==> config.mk <==
export PLATFORM = sky130hd
export DESIGN_NAME = regfile_mp
export DESIGN_NICKNAME = d
export VERILOG_FILES = /design/src/rtl/regfile_pkg.sv /design/src/rtl/regfile_clear_fsm.sv /design/src/rtl/regfile_mp.sv
export SDC_FILE = /design/constraint.sdc
export NUM_CORES = 2
export LEC_CHECK = 0
export CAP_MARGIN = 25
export CORE_UTILIZATION = 38
export CTS_CLUSTER_SIZE = 30
export DETAILED_ROUTE_END_ITERATION = 6
export PLACE_DENSITY = 0.58
export SLEW_MARGIN = 20
export SYNTH_ARGS = -nofsm -noshare
export SYNTH_HDL_FRONTEND = slang
export SYNTH_SLANG_ARGS = --single-unit
export TNS_END_PERCENT = 30
==> constraint.sdc <==
create_clock -name clk -period 15.7 [get_ports clk]
set_clock_uncertainty 0.2 [all_clocks]
set_input_delay 1.57 -clock clk [delete_from_list [all_inputs] [get_ports clk]]
set_output_delay 1.57 -clock clk [all_outputs]
set_load 0.01 [all_outputs]
==> src/rtl/regfile_pkg.sv <==
// Shared definitions for the multi-port integer register file.
//   clr_state_e : scrub controller states (CLEAR owns the array, READY serves writes)
//   ZERO_IDX    : architectural index that is hardwired to zero
//   idx_width() : index width for a given register count
package regfile_pkg;

   typedef enum logic {
      CLEAR = 1'b0,
      READY = 1'b1
   } clr_state_e;

   localparam int ZERO_IDX = 0;

   function automatic int idx_width(input int n);
      return (n > 1) ? $clog2(n) : 1;
   endfunction

endpackage

==> src/rtl/regfile_clear_fsm.sv <==
// Scrub controller: after reset or a clear request it walks clr_idx from 1 to
// NREGS-1, zeroing one entry per cycle, then hands the array back.
//   clk, rst   : clock, synchronous active-high reset
//   clear_req  : request a full scrub (honoured only in READY)
//   busy       : scrub owns the array (also high while rst is asserted)
//   clr_en     : zero the entry at clr_idx on this edge
//   clr_idx    : entry being scrubbed
module regfile_clear_fsm
   import regfile_pkg::*;
#(
   parameter  int NREGS = 32,
   localparam int AW    = idx_width(NREGS)
) (
   input  logic          clk,
   input  logic          rst,
   input  logic          clear_req,
   output logic          busy,
   output logic          clr_en,
   output logic [AW-1:0] clr_idx
);

   localparam logic [AW-1:0] ONE_IDX   = AW'(1);
   localparam logic [AW-1:0] FIRST_IDX = AW'(ZERO_IDX + 1);
   localparam logic [AW-1:0] LAST_IDX  = AW'(NREGS - 1);

   clr_state_e    r_state;
   clr_state_e    w_state_nxt;
   logic [AW-1:0] r_clr_idx;
   logic [AW-1:0] w_clr_idx_nxt;

   always_ff @(posedge clk) begin
      if (rst) begin
         r_state   <= CLEAR;
         r_clr_idx <= FIRST_IDX;
      end else begin
         r_state   <= w_state_nxt;
         r_clr_idx <= w_clr_idx_nxt;
      end
   end

   always_comb begin
      w_state_nxt   = r_state;
      w_clr_idx_nxt = r_clr_idx;
      busy          = 1'b1;
      clr_en        = 1'b0;
      case (r_state)
         CLEAR: begin
            // clear_req is deliberately ignored here: a running scrub never restarts
            clr_en        = 1'b1;
            w_clr_idx_nxt = r_clr_idx + ONE_IDX;
            if (r_clr_idx == LAST_IDX) begin
               w_state_nxt = READY;
            end
         end
         READY: begin
            busy = 1'b0;
            if (clear_req) begin
               w_state_nxt   = CLEAR;
               w_clr_idx_nxt = FIRST_IDX;
            end
         end
         default: begin
            w_state_nxt   = CLEAR;
            w_clr_idx_nxt = FIRST_IDX;
         end
      endcase
      // rst is visible combinationally so busy is high from the very first reset cycle
      if (rst) begin
         busy   = 1'b1;
         clr_en = 1'b0;
      end
   end

   assign clr_idx = r_clr_idx;

endmodule

==> src/rtl/regfile_mp.sv <==
// Parametrised integer register file: NREAD combinational read ports, one write
// port, optional write-to-read bypass, and a scrub engine that zeroes the array.
//   clk, rst    : clock, synchronous active-high reset (starts a scrub)
//   reg_write   : write enable; rd / write_data : destination and data
//   rs          : packed read indices, port i = rs[i*AW +: AW]
//   read_data   : packed read data,    port i = read_data[i*XLEN +: XLEN]
//   clear_req   : request a full scrub; busy : scrub in progress, stall issue
module regfile_mp
   import regfile_pkg::*;
#(
   parameter  int XLEN   = 64,
   parameter  int NREGS  = 32,
   parameter  int NREAD  = 2,
   parameter  int BYPASS = 1,
   localparam int AW     = idx_width(NREGS)
) (
   input  logic                  clk,
   input  logic                  rst,
   input  logic                  reg_write,
   input  logic [AW-1:0]         rd,
   input  logic [XLEN-1:0]       write_data,
   input  logic [NREAD*AW-1:0]   rs,
   output logic [NREAD*XLEN-1:0] read_data,
   input  logic                  clear_req,
   output logic                  busy
);

   localparam logic [AW-1:0] W_ZERO = AW'(ZERO_IDX);

   logic            w_clr_en;
   logic [AW-1:0]   w_clr_idx;
   logic            w_wr_en;
   // index 0 is never stored
   logic [XLEN-1:0] r_regs [1:NREGS-1];

   regfile_clear_fsm #(
      .NREGS (NREGS)
   ) u_clear_fsm (
      .clk       (clk),
      .rst       (rst),
      .clear_req (clear_req),
      .busy      (busy),
      .clr_en    (w_clr_en),
      .clr_idx   (w_clr_idx)
   );

   // A clear request wins over a write issued in the same cycle
   assign w_wr_en = reg_write && !busy && !clear_req && (rd != W_ZERO);

   always_ff @(posedge clk) begin
      if (w_clr_en) begin
         if (w_clr_idx != W_ZERO) begin
            r_regs[w_clr_idx] <= '0;
         end
      end else if (w_wr_en) begin
         r_regs[rd] <= write_data;
      end
   end

   for (genvar g = 0; g < NREAD; g++) begin : g_rd
      logic [AW-1:0]   w_rs;
      logic [XLEN-1:0] w_data;

      assign w_rs = rs[g*AW +: AW];

      always_comb begin
         w_data = '0;
         if (busy || (w_rs == W_ZERO)) begin
            w_data = '0;
         end else if ((BYPASS != 0) && reg_write && (rd == w_rs)) begin
            w_data = write_data;
         end else begin
            w_data = r_regs[w_rs];
         end
      end

      assign read_data[g*XLEN +: XLEN] = w_data;
   end

endmodule

==> summary.md <==
| Metric | Value |
|---|---|
| Status | finished clean |
| Core area | 0.250 mm^2 |
| Crit Path Max Fanout | 56 |
| Post-Syn Instances | 5666 |
| Post-route antenna net violation count | 0 |
| Worst vdd ir | between 0.1 and 0.15 mV |
| CP required | 13.93 ns |
| Top Ports | 212 |
| Clk Latency, worst-skew pair | 0.86 ns |
| TritonCTS clock tree | built |
| First-pass GRT wire length | 474000 um |
| Worst hold path startpoint | u_clear_fsm.clr_idx[1]$_SDFFE_PP0P_ |
| Syn Nets | 5752 |
| Post-synth EDFFs | a little under 2000 |
| Crit path capture type | primary output |
| R2R setup slack | 10.63 ns |
| Share of the clock period used by the worst path | between 50% and 60% |
| Clock slew seen by the registers of the worst setup and hold paths | around 0.060 ns |
| RSZ-0062 raised after global routing | no |
| Worst path slowest cell | buf_4 |
| GRT Total Usage | 26.3% |
| Leading cell types in the layout, fill and taps excluded | 1984 x edfxtp_1, 844 x mux2i_1, 512 x mux4_2 |
| Area after DPL | about 0.1 mm^2 |
| Initial antenna violation count | 32 |
| Critical R2R Launch | u_clear_fsm.r_state$_SDFF_PP0_ |
| Total Routed Length | between 300000 and 400000 um |
| Slew at the pin closest to its max-slew limit | ~1.2 ns |
| Fmax | 0.117 GHz |
| Slowest stage delay, CP | 0.87 ns |
| Hold path depth | 2 |
| Synth Area per Inst | 16.9 um^2 |
| Residual DRC | 0 |
| Die Width | 504 um |
| DP HPWL | 185000 um |
| # rows | about 180 |
| Vias per inst | 6.64 |
| Leak | ~30 nW |
| Worst-path cell chain | buf_8, buf_4, buf_4, buf_4, mux2i_1, a221oi_1, a221oi_1, o41ai_1, clkdlybuf4s50_1 |
| Crit start category | primary input |
| Most common cell after layout, fill and taps aside | edfxtp_1 |
| Power Density | roughly 110 mW/mm^2 |
| Slew headroom | 17.7% |
| Worst min-delay path class | reg2reg |
| TritonCTS sink count | 1990 |
| Seq/Total Area, Yosys | 62.3% |
| 1st-iter DRT viols | 8763 |
| Largest net degree at the start of global routing | 135 |
| Initial Utilization | 38.4% |
| Filler cells | between 20000 and 25000 |
| Setup TNS | 0 ns |
| WHS Endpoint | u_clear_fsm.clr_idx[1]$_SDFFE_PP0P_ |
| Drt wl/cell | 36.9 um |
| Synth async-reset ratio | 0% |
| Yosys warning count | 0 |
| H-tree Lvls | 4 |
| CTS max path bufs | 3 |
| Root buf cell | clkbuf_16 |
| Gpl congestion | 0.800 |
| Max-Cap Viols | 0 |
| Resized cells post-CTS | 0 |
| Crit Reg-Reg Endpoint | r_regs[12][25]$_DFFE_PP_ |
| Overflow left after global routing | 0 |
| Slew Limit Fails | 0 |
| CP delay by family, top | buffers and inverters |
| Drt first pass iters | 6 |
| Setup bufs post-CTS | 0 |
| Nets | a little under 6000 |
| CP bufs+invs | 5 |
| Vias in the first global route | 61400 |
| Kind of critical path | in2out |
| Via count | 61700 |
| Die height | between 500 and 600 um |
| Final hold vios | 0 |
| Clock buffers created by TritonCTS | ~210 |
| Cell variety after synth | 55 |
| Post-synthesis register bit count | 1990 |
| Setup violators final | 0 |
| Period minus WS final | ~8.5 ns |
| Synth Flop Type | edfxtp_1 |
| Post-route cell area | 0.108 mm^2 |
| Port bufs | 211 |
| Critical path data arrival time | a little under 7 ns |
| Share of layout cells above drive strength 1 | about 23% |
| Hold buffers post-CTS | 0 |
| Length in cells of the worst reg-to-reg path | 6 |
| Synth-to-layout area growth | 13.2% |
| Most Frequent Cell on Critical Path | buf_4 |
| DIE AREA | 0.254 mm^2 |
| Synthesized area | between 0.09 and 0.1 mm^2 |
-- flip-flops by register name, indices dropped and copies added, names as in the netlist --
signal and flops:
r_regs 1984, u_clear_fsm.clr_idx 5, u_clear_fsm.r_state 1
-- routing by layer --
| layer | part of all wire (%) | up-vias | GRT usage [%] |
|---|---|---|---|
| li1 | - | 24300 | - |
| met1 | 40 | 32800 | 35.8 |
| met2 | 45 | 3828 | 40.7 |
| met3 | 11 | 781 | 6.01 |
| met4 | 4.2 | 26 | 10.2 |
| met5 | 0.049 | - | 0 |
-- cells by family (layout without fill, tap and decap cells) --
kind of cell / after synthesis / count (layout) / synth area share, %
buffers and inverters: 532 / 817 / 2.97
AO/OA/AOI/OAI: 1113 / 1113 / 8.91
AND/OR/NAND/NOR: 480 / 480 / 2.70
other: 0 / 7 / 0
XOR/XNOR: 10 / 10 / 0.0914
multiplexers: 1538 / 1538 / 23.0
flip-flops: 1990 / 1990 / 62.3
adder cells (fa/ha/maj): 3 / 3 / 0.0392
-- final cells by class --
type	instances	area, um^2	share of cell area, %
antenna	7	17.5	0.0161
clock buffer	248	5500	5.07
clock inverter	126	1180	1.09
inverter	11	53.8	0.0496
multi-input combinational	3144	33800	31.1
sequential	1990	59700	55.0
tap	3330	4170	3.84
timing repair buffer	432	4110	3.79
-- how the worst max path moves through the flow --
| stage | startpoint | to | cells past startpoint | slack [ns] |
|---|---|---|---|---|
| 6_report | rs[0] | read_data[16] | 9 | 7.16 |
| 5_1_grt | rs[0] | read_data[18] | 9 | 6.92 |
| 4_1_cts | rs[0] | read_data[16] | 9 | 7.15 |
| 3_5_place_dp | rs[0] | read_data[16] | 9 | 7.18 |
| 3_3_place_gp | rs[1] | read_data[32] | 9 | 7.10 |
| 2_1_floorplan | rd[0] | r_regs[11][0]$_DFFE_PP_ | 5 | 9.30 |
-- Yosys cell counts (all sizes together) (6+ instances only) --
master   count  share of area [%]
a221oi     139                1.3
o22ai       54               0.35
edfxtp    1984                 62
a22oi      256                2.0
clkbuf     259                1.0
dfxtp        6               0.13
inv         11              0.043
o41ai      128                1.3
mux2       181                2.1
a211oi     258                2.0
nor2       168               0.66
buf        262                1.9
nor3         7              0.037
mux4       512                 12
a2bb2oi     11               0.10
xnor2        6              0.055
nand2b      70               0.46
and2        67               0.44
o21ai       55               0.29
o221a       53               0.62
mux2i      845                8.8
a21oi      143               0.75
nor2b       12              0.078
nand4      128               0.84
-- worst register-to-register path, stage by stage, from the launching register on --
cell and delay (ns):
dfxtp_1 0.57, nand4bb_1 0.37, a2111oi_0 0.71, o2bb2ai_1 0.43
nor2_4 0.80, buf_4 0.81, buf_4 0.78
-- power by group --
group	internal (mW)	total, mW	switching [mW]	leakage [nW]
Sequential	5.80	5.82	0.0201	14.5
Clock	2.80	4.95	2.15	3.26
Combinational	0.229	0.744	0.515	12.8
Total	8.83	11.5	2.68	30.6
-- metrics by stage --
stage	utilization [%]	hold slack [ns]	setup WS (ns)	power, mW	cells
4_1_cts	43.3	0.387	7.15	11.5	9261
3_5_place_dp	40.7	0.375	7.18	6.66	8887
3_3_place_gp	40.6	0.366	7.10	6.65	8874
2_1_floorplan	-	0.328	9.30	6.38	5666
6_report	43.5	0.383	7.16	11.5	9288
5_1_grt	43.5	0.446	6.92	11.8	9284
Power figures use the tool's default switching activity.
